File: src/rtl/sm_violation_handler.sv
// Sancus SPM violation handler: stretches violations into a PUC reset request,
// logs faulting context in a small FIFO and keeps a saturating violation counter.
// Optional permanent lockout is enabled by defining SM_VIOL_LOCKOUT_EN.
module sm_violation_handler #(
   parameter int RST_CYCLES     = 4,
   parameter int HOLDOFF_CYCLES = 8,
   parameter int LOG_DEPTH      = 4,
   parameter int CNT_W          = 8,
   parameter int LOCK_THRESH    = 16
) (
   input  logic             mclk,
   input  logic             reset_n,
   input  logic             violation,
   input  logic [15:0]      pc,
   input  logic [15:0]      prev_pc,
   input  logic [15:0]      data_addr,
   input  logic             data_en,
   output logic             reset_out,
   output logic             log_valid,
   output logic [15:0]      log_pc,
   output logic [15:0]      log_prev_pc,
   output logic [15:0]      log_addr,
   output logic             log_data,
   input  logic             log_pop,
   output logic             log_overflow,
   input  logic             clr_count,
   output logic [CNT_W-1:0] viol_count
);

   localparam int AW = $clog2(LOG_DEPTH);
   localparam int PW = AW + 1;
   localparam int TW = 16;
   localparam logic [TW-1:0] RST_LOAD = TW'(RST_CYCLES - 1);
   localparam logic [TW-1:0] HO_LOAD  = (HOLDOFF_CYCLES > 0) ? TW'(HOLDOFF_CYCLES - 1) : '0;

`ifdef SM_VIOL_LOCKOUT_EN
   typedef enum logic [1:0] {S_IDLE, S_ASSERT, S_HOLDOFF, S_LOCKED} state_t;
`else
   typedef enum logic [1:0] {S_IDLE, S_ASSERT, S_HOLDOFF} state_t;
   localparam int unused_lock_thresh = LOCK_THRESH;
`endif

   function automatic logic [CNT_W-1:0] sat_inc(input logic [CNT_W-1:0] v);
      return (&v) ? v : v + CNT_W'(1);
   endfunction

   state_t            state;
   logic [TW-1:0]     timer;
   logic              violation_q;
   logic              accept;
   logic              busy;
   logic              rise_inc;
   logic              clr_eff;
   logic              lock_hit;
   logic [CNT_W-1:0]  count_nx;

   logic [48:0]       mem [LOG_DEPTH];
   logic [PW-1:0]     wr_ptr;
   logic [PW-1:0]     rd_ptr;
   logic              empty;
   logic              full;
   logic              pop;
   logic              do_push;
   logic [48:0]       head;

   assign accept   = (state == S_IDLE) & violation;
   assign busy     = (state == S_ASSERT) | (state == S_HOLDOFF);
   assign rise_inc = busy & violation & ~violation_q;

`ifdef SM_VIOL_LOCKOUT_EN
   assign clr_eff  = clr_count & (state != S_LOCKED);
   assign lock_hit = 32'(count_nx) >= 32'(LOCK_THRESH);
`else
   assign clr_eff  = clr_count;
   assign lock_hit = 1'b0;
`endif

   always_comb begin
      count_nx = viol_count;
      if (clr_eff)
         count_nx = '0;
      else if (accept | rise_inc)
         count_nx = sat_inc(viol_count);
   end

   // Control FSM; reset_out is registered so it rises the cycle after acceptance
   always_ff @(posedge mclk or negedge reset_n) begin
      if (!reset_n) begin
         state       <= S_IDLE;
         timer       <= '0;
         reset_out   <= 1'b0;
         violation_q <= 1'b0;
         viol_count  <= '0;
      end else begin
         violation_q <= violation;
         viol_count  <= count_nx;
         case (state)
            S_IDLE: begin
               if (violation) begin
                  state     <= S_ASSERT;
                  timer     <= RST_LOAD;
                  reset_out <= 1'b1;
               end
            end
            S_ASSERT: begin
               if (timer == '0) begin
                  reset_out <= 1'b0;
                  if (HOLDOFF_CYCLES == 0) begin
                     state <= S_IDLE;
                  end else begin
                     state <= S_HOLDOFF;
                     timer <= HO_LOAD;
                  end
               end else begin
                  timer <= timer - 1'b1;
               end
            end
            S_HOLDOFF: begin
               if (timer == '0)
                  state <= S_IDLE;
               else
                  timer <= timer - 1'b1;
            end
`ifdef SM_VIOL_LOCKOUT_EN
            S_LOCKED: begin
               reset_out <= 1'b1;
            end
`endif
            default: begin
               state     <= S_IDLE;
               timer     <= '0;
               reset_out <= 1'b0;
            end
         endcase
`ifdef SM_VIOL_LOCKOUT_EN
         if (lock_hit) begin
            state     <= S_LOCKED;
            reset_out <= 1'b1;
         end
`endif
      end
   end

   // Log FIFO: extra pointer bit distinguishes full from empty
   assign empty   = (wr_ptr == rd_ptr);
   assign full    = (wr_ptr[AW-1:0] == rd_ptr[AW-1:0]) & (wr_ptr[AW] != rd_ptr[AW]);
   assign pop     = log_pop & ~empty;
   assign do_push = accept & (~full | pop);

   always_ff @(posedge mclk or negedge reset_n) begin
      if (!reset_n) begin
         wr_ptr       <= '0;
         rd_ptr       <= '0;
         log_overflow <= 1'b0;
      end else begin
         if (do_push)
            wr_ptr <= wr_ptr + 1'b1;
         if (pop)
            rd_ptr <= rd_ptr + 1'b1;
         if (clr_eff)
            log_overflow <= 1'b0;
         else if (accept & full & ~pop)
            log_overflow <= 1'b1;
      end
   end

   always_ff @(posedge mclk) begin
      if (do_push)
         mem[wr_ptr[AW-1:0]] <= {pc, prev_pc, data_addr, data_en};
   end

   assign head        = empty ? '0 : mem[rd_ptr[AW-1:0]];
   assign log_valid   = ~empty;
   assign log_pc      = head[48:33];
   assign log_prev_pc = head[32:17];
   assign log_addr    = head[16:1];
   assign log_data    = head[0];

endmodule
File: config.mk
export PLATFORM = sky130hd
export DESIGN_NAME = sm_violation_handler
export DESIGN_NICKNAME = d
export VERILOG_FILES = /design/src/rtl/sm_violation_handler.sv
export SDC_FILE = /design/constraint.sdc
export NUM_CORES = 1
export LEC_CHECK = 0
export ABC_CLOCK_PERIOD_IN_PS = 3800
export CAP_MARGIN = 20
export CORE_MARGIN = 2
export CORE_UTILIZATION = 41
export CTS_BUF_LIST = sky130_fd_sc_hd__clkbuf_16
export CTS_CLUSTER_DIAMETER = 40
export DETAILED_ROUTE_END_ITERATION = 16
export DONT_BUFFER_PORTS = 1
export PLACE_DENSITY = 0.67
export RECOVER_POWER = 50
export SLEW_MARGIN = 20
export SYNTH_ARGS = -nofsm -noshare
export SYNTH_HDL_FRONTEND = slang
export SYNTH_SLANG_ARGS = --single-unit
File: constraint.sdc
create_clock -name mclk -period 3.8 [get_ports mclk]
set_input_delay 0.76 -clock mclk [delete_from_list [all_inputs] [get_ports mclk]]
set_output_delay 0.76 -clock mclk [all_outputs]
set_load 0.05 [all_outputs]
==> Word-level counts from Yosys, hierarchy flattened <==
Memory sizes are Yosys's and may differ from the RTL's.
Index checks and enable logic that the tools add are counted.
{ "totals": {"ff_bits": 35, "mem_bits_rw": 196, "input_bits": 54, "output_inout_bits": 60, "elab_cells": 67, "mem_count": 1} }
{ "memory_table": {"columns": ["name", "words", "width", "read_ports", "rd_clocked_by_memory_dff", "wr", "line_no", "text"], "rows": [
  ["mem", 4, 49, 1, 0, 1, "57", "logic [48:0] mem [LOG_DEPTH];"]
]} }
{ "op_classes": {"add_sub_neg": 4, "eq_ne": 10, "n_mux": 19, "bitwise_logic": 16, "n_reduce_logical": 9} }
{ "op_table": {"columns": ["operator", "count"], "rows": [
  ["49-bit two-way mux", 1],
  ["16-bit two-way mux", 3],
  ["16-bit one-hot mux with 3 select lines", 1],
  ["8-bit two-way mux", 3],
  ["16-bit logical NOT", 1],
  ["16-bit by 1-bit subtractor with 16-bit output (second input constant)", 1],
  ["8-bit by 1-bit adder with 8-bit output (second input constant)", 1],
  ["1-bit AND", 8],
  ["8-bit AND reduction", 1],
  ["3-bit by 1-bit adder with 3-bit output (second input constant)", 2],
  ["1-bit two-way mux", 6],
  ["2-bit two-way mux", 3],
  ["2-bit != test (second input constant)", 3],
  ["2-bit one-hot mux with 3 select lines", 1],
  ["3-bit AND reduction", 2],
  ["1-bit inverter", 5],
  ["2-bit by 1-bit != test with 1-bit output (second input constant)", 2],
  ["2-bit AND reduction", 2],
  ["2-bit nonzero test", 2],
  ["3-bit equality test", 1],
  ["1-bit bitwise OR", 3],
  ["1-bit one-hot mux with 3 select lines", 1],
  ["2-bit by 1-bit equality test with 1-bit output (second input constant)", 1],
  ["2-bit equality test", 1],
  ["other kinds (3)", 3]
]} }

==> Logic depth before layout (Yosys ltp) <==
Gate-level depths: netlist of run 1.
{ "logic_depth": {"depth_word": 7, "ltp_mapped": 8, "depth_no_buf": 7} }

==> Worst setup path after synthesis of run 1 <==
Ideal clock, no wire load.
{ "synth_timing": {"kind": "input to register", "startpoint": "input violation", "endpoint": "memory mem[3][0] (enable)", "setup_ns": 0.413, "t_arrival_ns": 2.461, "required_time_ns": 3.387, "path_slack_ns": 0.926, "cell_stages": 4, "path_buffers": 1, "cell_sequence": "clkbuf_2 nand2_1 nor2_1 and2_1"} }
{ "synth_between": {"elab_chain_cells": 4} }
{ "synth_lines": {"columns": ["element", "line_no", "text"], "rows": [
  ["start: declaration", "13", "input logic violation,"],
  ["1-bit AND", "66", "assign accept = (state == S_IDLE) & violation;"],
  ["1-bit AND", "148", "assign do_push = accept & (~full | pop);"],
  ["1-bit two-way mux", "168", "if (do_push)"],
  ["1-bit two-way mux (not written as such)", "169", "mem[wr_ptr[AW-1:0]] <= {pc, prev_pc, data_addr, data_en};"],
  ["end: declaration", "57", null]
]} }
Every way passes these cells.

==> Worst setup path in the final report of run 1 <==
{ "layout_timing": {"startpoint": "register timer[6]", "endpoint": "register timer[3]"} }
{ "layout_between": {"elab_chain_cells": 3, "elab_cells_between_ends": 5, "classes_between": "eq/ne (1); mux (2); reduce/logical (2)"} }
{ "layout_lines": {"columns": ["element", "line_no", "text"], "rows": [
  ["start: declaration", "48", "logic [TW-1:0] timer;"],
  ["start signal: assignment", "115", "timer <= timer - 1'b1;"],
  ["start signal: assignment", "122", "timer <= timer - 1'b1;"],
  ["16-bit logical NOT *", "106, 119", null],
  ["16-bit two-way mux or 2-bit != test (tied branches)", null, null],
  ["16-bit one-hot mux with 3 select lines or 2-bit AND reduction (tied branches)", null, null]
]} }
Mark *: on every way between the ends. The rest lies on a longest branch, timed or not.
A chain may end at the register's enable or synchronous reset.

==> flow_metrics.tcl, run 1 <==
set metrics [dict create \
    ys_seq_elements 231 \
    synth_cells 526 \
    finClkSkew_ns 0.02505 \
    yosys.area.top_type_share_pct 62.66 \
    critPathRequiredTime_ns 4.17 \
    grt_pass1_vias 5270 \
    h-tree-depth 2 \
    ctsRootBufferMaster "clkbuf_16" \
    path_clk_slew_ns 0.05 \
    avgSynthCellArea_sq_um 17.86 \
    rows 55 \
    netlist_top_cells_area "edfxtp_1 63%, mux4_2 12%, dfrtp_1 9.3%" \
    die-height_um 155.4 \
    initial_core_util_pct 41.61 \
    clock_latency_ns 0.51 \
    grt_max_degree 52 \
    grt_pass1_wl_mm 28.67 \
    synthesis.nets 592 \
    synth_top_flop_cell "edfxtp_1" \
    fin_util_pct 49.98 \
    boundaryPins 114 \
    crit_type "reg -> reg" \
    slew_viol_final 36 \
    period_share_pct 80.48 \
    failed_checks "capacitance limit, slew limit" \
    cpPeakStageDelay_ns 0.84 \
    synth-edff-count 196 \
    cts_num_sinks 231 \
    cts_tree "done" \
    wirelength_mm 18.23 \
    area.growth.synth_to_final_pct 20.11 \
    drt_iter0_markers 416 \
    post-place-ws_ns 0.8744 \
    ant_nets 0 \
    syn_area_sq_um 9393 \
    worstHoldPathType "in -> reg" \
    grtUsageTotal_pct 15.35 \
    core_sq_um 22570 \
    end_kind "flip-flop" \
    tightest_slew_ns 1.874 \
    dp_hpwl_mm 11.20 \
    nNetsFinal 668 \
    routedWlPerCell_um 19.97 \
    synthArstFlopShare_pct 15.15 \
    worstPathMaxFanout 11 \
    start_kind "flip-flop" \
    setup_viol 0 \
    outcome "complete, but fails checks" \
    io_buffers 0 \
    routabilityCongestion 0.7645 \
    drc 0 \
    grt-ovfl-total 0 \
    crit_arrival_ns 3.43 \
    dieArea_sq_um 24140 \
    max_freq_mhz 327.0 \
    synth_seq_area_share_pct 71.99 \
    fin_crit_ns 3.058 \
    via_count 4930 \
    cp_num_buf_inv 0 \
    vias_per_cell 5.400 \
    relSlewSlack_pct -24.92 \
    final.setup.tns_ns 0 \
    final_layout_size_suffix_gt1_share_pct 28.03 \
    ys_types 51 \
    path_cells "or4_1 -> nor4_1 -> a21oi_1 -> and4_1 -> a211o_1" \
    antenna_found_initial 0 \
    slowest_stage "nor4_1" \
    numCtsBuffers 35 \
    clk_path_buf_depth 3 \
    grt_setup_unrepaired "no" \
    dieWidth_um 155.4 \
    yosysMostFrequentCell "edfxtp_1" \
    synth_common_cells "196 x edfxtp_1, 51 x nor2b_1, 49 x mux4_2" \
    first_pass_iters 6 \
    synth_warnings 0 \
    layout_setup_ws_ns 0.7417 \
    antennaDiodeCount 0 \
    hold_viol_final 0 \
    cp_top_family "simple AND/OR/NAND/NOR gates" \
    maxCapViolCount 1 \
    post-synth-top-area-cell "edfxtp_1" \
]
## per-layer routing
metal | track usage (%) | wire length (um) | vias up
met1 | 18.77 | 7213 | 2526
met2 | 25.45 | 9001 | 162
met5 | 0 | 0 | -
met4 | 3.888 | 318 | 0
li1 | - | - | 2217
met3 | 6.323 | 1699 | 25
## stage by stage
step	area [sq um]	cells	hold WS [ns]
finish	11280	913	0.3016
global placement	10120	849	0.4654
detailed placement	10120	849	0.4658
global route	11280	913	0.2763
floorplan	9393	526	0.4619
CTS	11330	913	0.09683
## kinds of logic after synthesis
logic type / Yosys count / share of synthesized area [%]
DFF: 231 / 71.99
and+or+nand+nor: 147 / 9.032
muxes: 51 / 11.98
AOI/OAI and AO/OA: 38 / 2.465
buffers and inverters: 30 / 1.359
xor gates and xnor gates: 17 / 1.585
adders and majority gates: 12 / 1.598
## placed cells by master (no fill, tap or decap), types with 10 or more instances in the layout
cell and n:
edfxtp_1 196, buf_4 57, nor2b_1 51, mux4_2 49, clkbuf_16 36, dfrtp_1 33, nor2_1 26, nand2_1 17
inv_1 14, a21oi_1 14, xnor2_1 13, nand3_1 13, ha_1 12, nor3_1 10
## repair_timing
| action | CTS | global route |
|---|---|---|
| resized for setup | 0 | 0 |
| setup buffers | 0 | 0 |
| hold buffers | 1 | 0 |
| endpoints found under the hold margin | 35 | 0 |
## worst reg2reg max path: cells and delay by family (launching register included)
family          cells  cell delay [ns]
simple gates        3             1.78
compound gates      2             0.72
flops               1             0.44
## state kept, by name, indices dropped and copies added (netlist names)
name	flops
rd_ptr	3
state	2
log_overflow	1
violation_q	1
reset_out	1
mem	196
viol_count	8
wr_ptr	3
timer	16
## cell type report
cell class              count  area (sq um)
inverters                  10         37.54
clock buffers              36         900.9
repair buffers             59         451.7
multi-input cells         265          2485
clock inverters            27         284.0
fillers                  1859         11290
flip-flops and latches    231          6766
well taps                 285         356.6
## final timing paths
path | start | to | slack [ns] | cells after the start
max | timer[6] | timer[3] | 0.74 | 5
min | violation | violation_q | 0.30 | 0
max reg2reg | timer[6] | timer[3] | 0.74 | 5
min reg2reg | rd_ptr[2] | rd_ptr[2] | 0.50 | 1
max in group asynchronous | reset_n | rd_ptr[0] | 1.69 | 1
min in group asynchronous | reset_n | timer[13] | 0.79 | 1
Power of run 1 is not shown: default switching activity piles up to over one toggle a cycle in this logic, so the estimate is an artifact.
==> run 2: changes to the inputs <==
--- a/config.mk
+++ b/config.mk
@@ -5,7 +5,7 @@
 export SDC_FILE = /design/constraint.sdc
 export NUM_CORES = 1
 export LEC_CHECK = 0
-export ABC_CLOCK_PERIOD_IN_PS = 3800
+export ABC_CLOCK_PERIOD_IN_PS = 2750
 export CAP_MARGIN = 20
 export CORE_MARGIN = 2
 export CORE_UTILIZATION = 41
@@ -13,7 +13,7 @@
 export CTS_CLUSTER_DIAMETER = 40
 export DETAILED_ROUTE_END_ITERATION = 16
 export DONT_BUFFER_PORTS = 1
-export PLACE_DENSITY = 0.67
+export PLACE_DENSITY = 0.69
 export RECOVER_POWER = 50
 export SLEW_MARGIN = 20
 export SYNTH_ARGS = -nofsm -noshare
==> constraint.sdc (replaced) <==
create_clock -name mclk -period 2.75 [get_ports mclk]
set_input_delay 0.55 -clock mclk [delete_from_list [all_inputs] [get_ports mclk]]
set_output_delay 0.55 -clock mclk [all_outputs]
set_load 0.05 [all_outputs]
==> flow_metrics.tcl, run 2 (synthesized netlist as in run 1, its figures left out) <==
set metrics [dict create \
    outcome "complete, but fails checks" \
    failed_checks "setup timing" \
    final_cell_mix "196 x edfxtp_1, 49 x mux4_2, 45 x nor2b_1" \
    clock_latency_ns 0.55 \
    nNetsFinal 686 \
    first_pass_iters 5 \
    cp_top_family "flip-flops" \
    cts_num_sinks 231 \
    vias_per_cell 5.415 \
    finClkSkew_ns 0.02061 \
    largest_reg_flops 196 \
    hold_slack_ns 0.04170 \
    layout_setup_ws_ns -0.01385 \
    cp_num_buf_inv 3 \
    numCtsBuffers 29 \
    clk_path_buf_depth 3 \
    initial_core_util_pct 41.61 \
    grt_pass1_vias 5281 \
    cts_tree "done" \
    rows 55 \
    worstHoldPathType "in -> reg" \
    drc 0 \
    grt_pass1_wl_mm 29.77 \
    ctsRootBufferMaster "clkbuf_16" \
    slew_viol_final 0 \
    antenna_found_initial 0 \
    wirelength_mm 19.40 \
    dp_hpwl_mm 11.50 \
    setup_viol 1 \
    io_buffers 0 \
    cpPeakStageDelay_ns 0.58 \
    hold_viol_final 0 \
    grt_setup_unrepaired "yes" \
    die-height_um 155.4 \
    dieWidth_um 155.4 \
    tightest_slew_ns 0.7753 \
    boundaryPins 114 \
    grt-ovfl-total 0 \
    drt_iter0_markers 364 \
    fin_crit_ns 2.764 \
    start_kind "flip-flop" \
    routabilityCongestion 0.8030 \
    max_freq_mhz 361.8 \
    end_kind "primary output" \
    dieArea_sq_um 24140 \
    relSlewSlack_pct 48.31 \
    antennaDiodeCount 0 \
    routedWlPerCell_um 20.95 \
    via_count 5014 \
    path_clk_slew_ns 0.05 \
    path_cells "xor2_2 -> nor3b_4 -> buf_4 -> buf_12 -> nor2b_1 -> buf_6" \
    final_common_cell "edfxtp_1" \
    h-tree-depth 1 \
    ant_nets 0 \
    worstPathMaxFanout 16 \
    grt_max_degree 40 \
    final_layout_size_suffix_gt1_share_pct 30.89 \
    crit_type "reg -> out" \
    area.growth.synth_to_final_pct 23.79 \
    period_share_pct 100.5 \
    maxCapViolCount 0 \
    critPathRequiredTime_ns 2.20 \
    final.setup.tns_ns -0.01385 \
    core_sq_um 22570 \
    post-place-ws_ns 0.3458 \
    slowest_stage "dfrtp_4" \
    grtUsageTotal_pct 16.02 \
    crit_arrival_ns 2.21 \
]
## run 2: cell types whose count changed in the layout (fill, tap and decap cells not counted), moves of 3 or more
cell	change
buf_12	+6
clkbuf_1	+3
buf_16	+3
buf_4	-33
nor2b_4	+6
nor2b_1	-6
buf_6	+41
clkbuf_16	-6
## run 2: worst reg2reg max path, cell delays in order (launching register included)
cell	delay, ns
dfrtp_1	0.32
clkbuf_1	0.56
ha_1	0.36
nand3_1	0.10
o221ai_1	0.63
nor3_1	0.15
xnor2_1	0.19
nor2_1	0.06
## run 2: final cells by class
cell class / instances / area (sq um)
Clock buffer: 29 / 725.7
Multi-Input combinational cell: 265 / 2572
Fill cell: 1809 / 10940
Inverter: 10 / 37.54
Timing Repair Buffer: 83 / 944.7
Sequential cell: 231 / 6766
Tap cell: 285 / 356.6
Clock inverter: 23 / 224.0
## run 2: worst paths after layout
| kind | start | end | slack, ns | cells past startpoint |
|---|---|---|---|---|
| max | rd_ptr[0] | log_addr[1] | -0.01 | 6 |
| min | violation | violation_q | 0.04 | 0 |
| max reg2reg | viol_count[1] | viol_count[7] | 0.26 | 7 |
| min reg2reg | rd_ptr[2] | rd_ptr[2] | 0.49 | 1 |
| max in group asynchronous | reset_n | rd_ptr[0] | 2.07 | 2 |
| min in group asynchronous | reset_n | timer[13] | 0.47 | 2 |
## run 2: metrics by stage
| step | cell area (sq um) | std cells | utilization (%) |
|---|---|---|---|
| after floorplan | 9393 | 526 | - |
| after global placement | 10280 | 863 | 45.53 |
| after detailed placement | 10280 | 863 | 45.53 |
| after CTS | 11480 | 925 | 50.86 |
| after global routing | 11630 | 926 | 51.51 |
| final | 11630 | 926 | 51.51 |
## run 2: routing by layer
layer	global-route usage [%]	part of all wire (%)	routed length (um)
met1	20.09	40	7833
met2	26.86	49	9526
met5	0	0	0
met3	5.209	8.0	1553
met4	4.500	2.5	486
## run 2: timing repair
item                                    in CTS  in global routing
setup buffers                                6                  0
hold endpoints to repair                    35                  0
gates cloned                                 2                  1
endpoints found under the setup margin      50                 50
hold buffers                                 2                  0
resized for setup                           32                 36
Power of run 2 is left out for the same reason.
==> run 3: changes to the inputs <==
--- a/config.mk
+++ b/config.mk
@@ -5,7 +5,7 @@
 export SDC_FILE = /design/constraint.sdc
 export NUM_CORES = 1
 export LEC_CHECK = 0
-export ABC_CLOCK_PERIOD_IN_PS = 2750
+export ABC_CLOCK_PERIOD_IN_PS = 2400
 export CAP_MARGIN = 20
 export CORE_MARGIN = 2
 export CORE_UTILIZATION = 41
==> constraint.sdc (replaced) <==
create_clock -name mclk -period 2.4 [get_ports mclk]
set_input_delay 0.48 -clock mclk [delete_from_list [all_inputs] [get_ports mclk]]
set_output_delay 0.48 -clock mclk [all_outputs]
set_load 0.05 [all_outputs]
==> flow_metrics.tcl, run 3 (synthesized netlist as in run 1, its figures left out) <==
set metrics [dict create \
    routedWlPerCell_um 20.54 \
    finClkSkew_ns 0.01118 \
    die-height_um 155.4 \
    fin_crit_ns 2.613 \
    drc 0 \
    rows 55 \
    hold_slack_ns 0.02922 \
    wirelength_mm 19.47 \
    h-tree-depth 1 \
    area.growth.synth_to_final_pct 27.40 \
    clock_latency_ns 0.54 \
    via_count 5105 \
    grtUsageTotal_pct 15.73 \
    path_clk_slew_ns 0.06 \
    start_kind "flip-flop" \
    routabilityCongestion 0.8227 \
    placed_cell_area_sq_um 10440 \
    slew_viol_final 36 \
    cpPeakStageDelay_ns 0.50 \
    worstHoldPathType "in -> reg" \
    nNetsFinal 704 \
    relSlewSlack_pct -7.722 \
    first_pass_iters 7 \
    failed_checks "capacitance limit, slew limit, setup timing" \
    maxCapViolCount 1 \
    antennaDiodeCount 0 \
    ctsRootBufferMaster "clkbuf_16" \
    rr_endpoint "timer[3]" \
    grt-ovfl-total 0 \
    slowest_stage "mux4_2" \
    antenna_found_initial 0 \
    rr_startpoint "timer[6]" \
    fin_area_sq_um 11970 \
    crit_type "reg -> out" \
    r2r_cells 5 \
    end_kind "primary output" \
    tightest_slew_ns 1.616 \
    worstPathMaxFanout 9 \
    largest_reg_flops 196 \
    holdPathStages 0 \
    boundaryPins 114 \
    drt_iter0_markers 253 \
    outcome "complete, but fails checks" \
    initial_core_util_pct 41.61 \
    min_from "prev_pc[8]" \
    min_to "mem[1][25]" \
    dieArea_sq_um 24140 \
    layout_setup_ws_ns -0.2129 \
    numCtsBuffers 31 \
    hold_viol_final 0 \
    grt_pass1_wl_mm 29.69 \
    period_share_pct 108.9 \
    setup_viol 50 \
    grt_setup_unrepaired "yes" \
    vias_per_cell 5.385 \
    io_buffers 0 \
    final_cell_mix "196 x edfxtp_1, 51 x buf_6, 49 x mux4_2" \
    core_sq_um 22570 \
    grt_max_degree 36 \
    grt_pass1_vias 5528 \
    crit_arrival_ns 2.13 \
    ant_nets 0 \
    clk_path_buf_depth 3 \
    post-place-ws_ns 0.2286 \
    max_freq_mhz 382.7 \
    r2r_setup_slack_ns 0.25 \
    path_cells "buf_12 -> buf_16 -> mux4_2 -> nor2b_1 -> buf_6" \
    cts_num_sinks 231 \
    final_common_cell "edfxtp_1" \
    final_layout_size_suffix_gt1_share_pct 32.73 \
    dieWidth_um 155.4 \
    dp_hpwl_mm 11.75 \
    cts_tree "done" \
    critPathRequiredTime_ns 1.92 \
]
-- run 3: worst max path at each step --
stage | from | endpoint | slack, ns | depth (start not counted)
after global placement | rd_ptr[0] | log_pc[1] | 0.24 | 4
after floorplan | rd_ptr[1] | log_pc[10] | -0.02 | 6
after global routing | rd_ptr[0] | log_addr[3] | -0.29 | 5
after detailed placement | rd_ptr[0] | log_pc[1] | 0.23 | 4
after CTS | rd_ptr[0] | log_pc[0] | -0.28 | 4
final | rd_ptr[0] | log_addr[3] | -0.21 | 5
-- run 3: area by class of cell --
cell class	instances	area (sq um)
fill	1759	10610
clock buffer	31	775.7
timing repair buffer	99	1255
tap	285	356.6
clock inverter	27	216.5
inverter	10	40.04
multi-input combinational	265	2556
sequential	231	6766
-- run 3: metrics by stage --
step / setup TNS (ns) / util (%) / cells
finish: -9.132 / 53.02 / 948
global route: -13.10 / 53.02 / 948
CTS: -11.69 / 51.86 / 935
detailed placement: 0 / 46.26 / 870
global placement: 0 / 46.26 / 870
floorplan: -0.1650 / - / 526
-- run 3: routing by layer --
layer  up-vias  global-route usage, %  routed length (um)
met5         -                      0                   0
met4         0                  4.238                 368
met3        38                  5.571                1464
met2       153                  26.95                9670
met1      2630                  18.98                7969
li1       2284                      -                   -
-- run 3: timing repair --
action,in CTS,in global routing
gates cloned,1,5
gates resized for setup,48,20
endpoints found under the hold margin,45,12
setup endpoints to repair,50,50
buffers inserted,2,4
hold buffers,4,4
pin swaps,1,0
-- run 3: critical path: cells and delay by family, from the launching register on --
family	cells	cell delay, ns
buf+inv	3	0.48
flops	1	0.45
simple gates	1	0.16
mux	1	0.50
Power of run 3 is left out for the same reason.
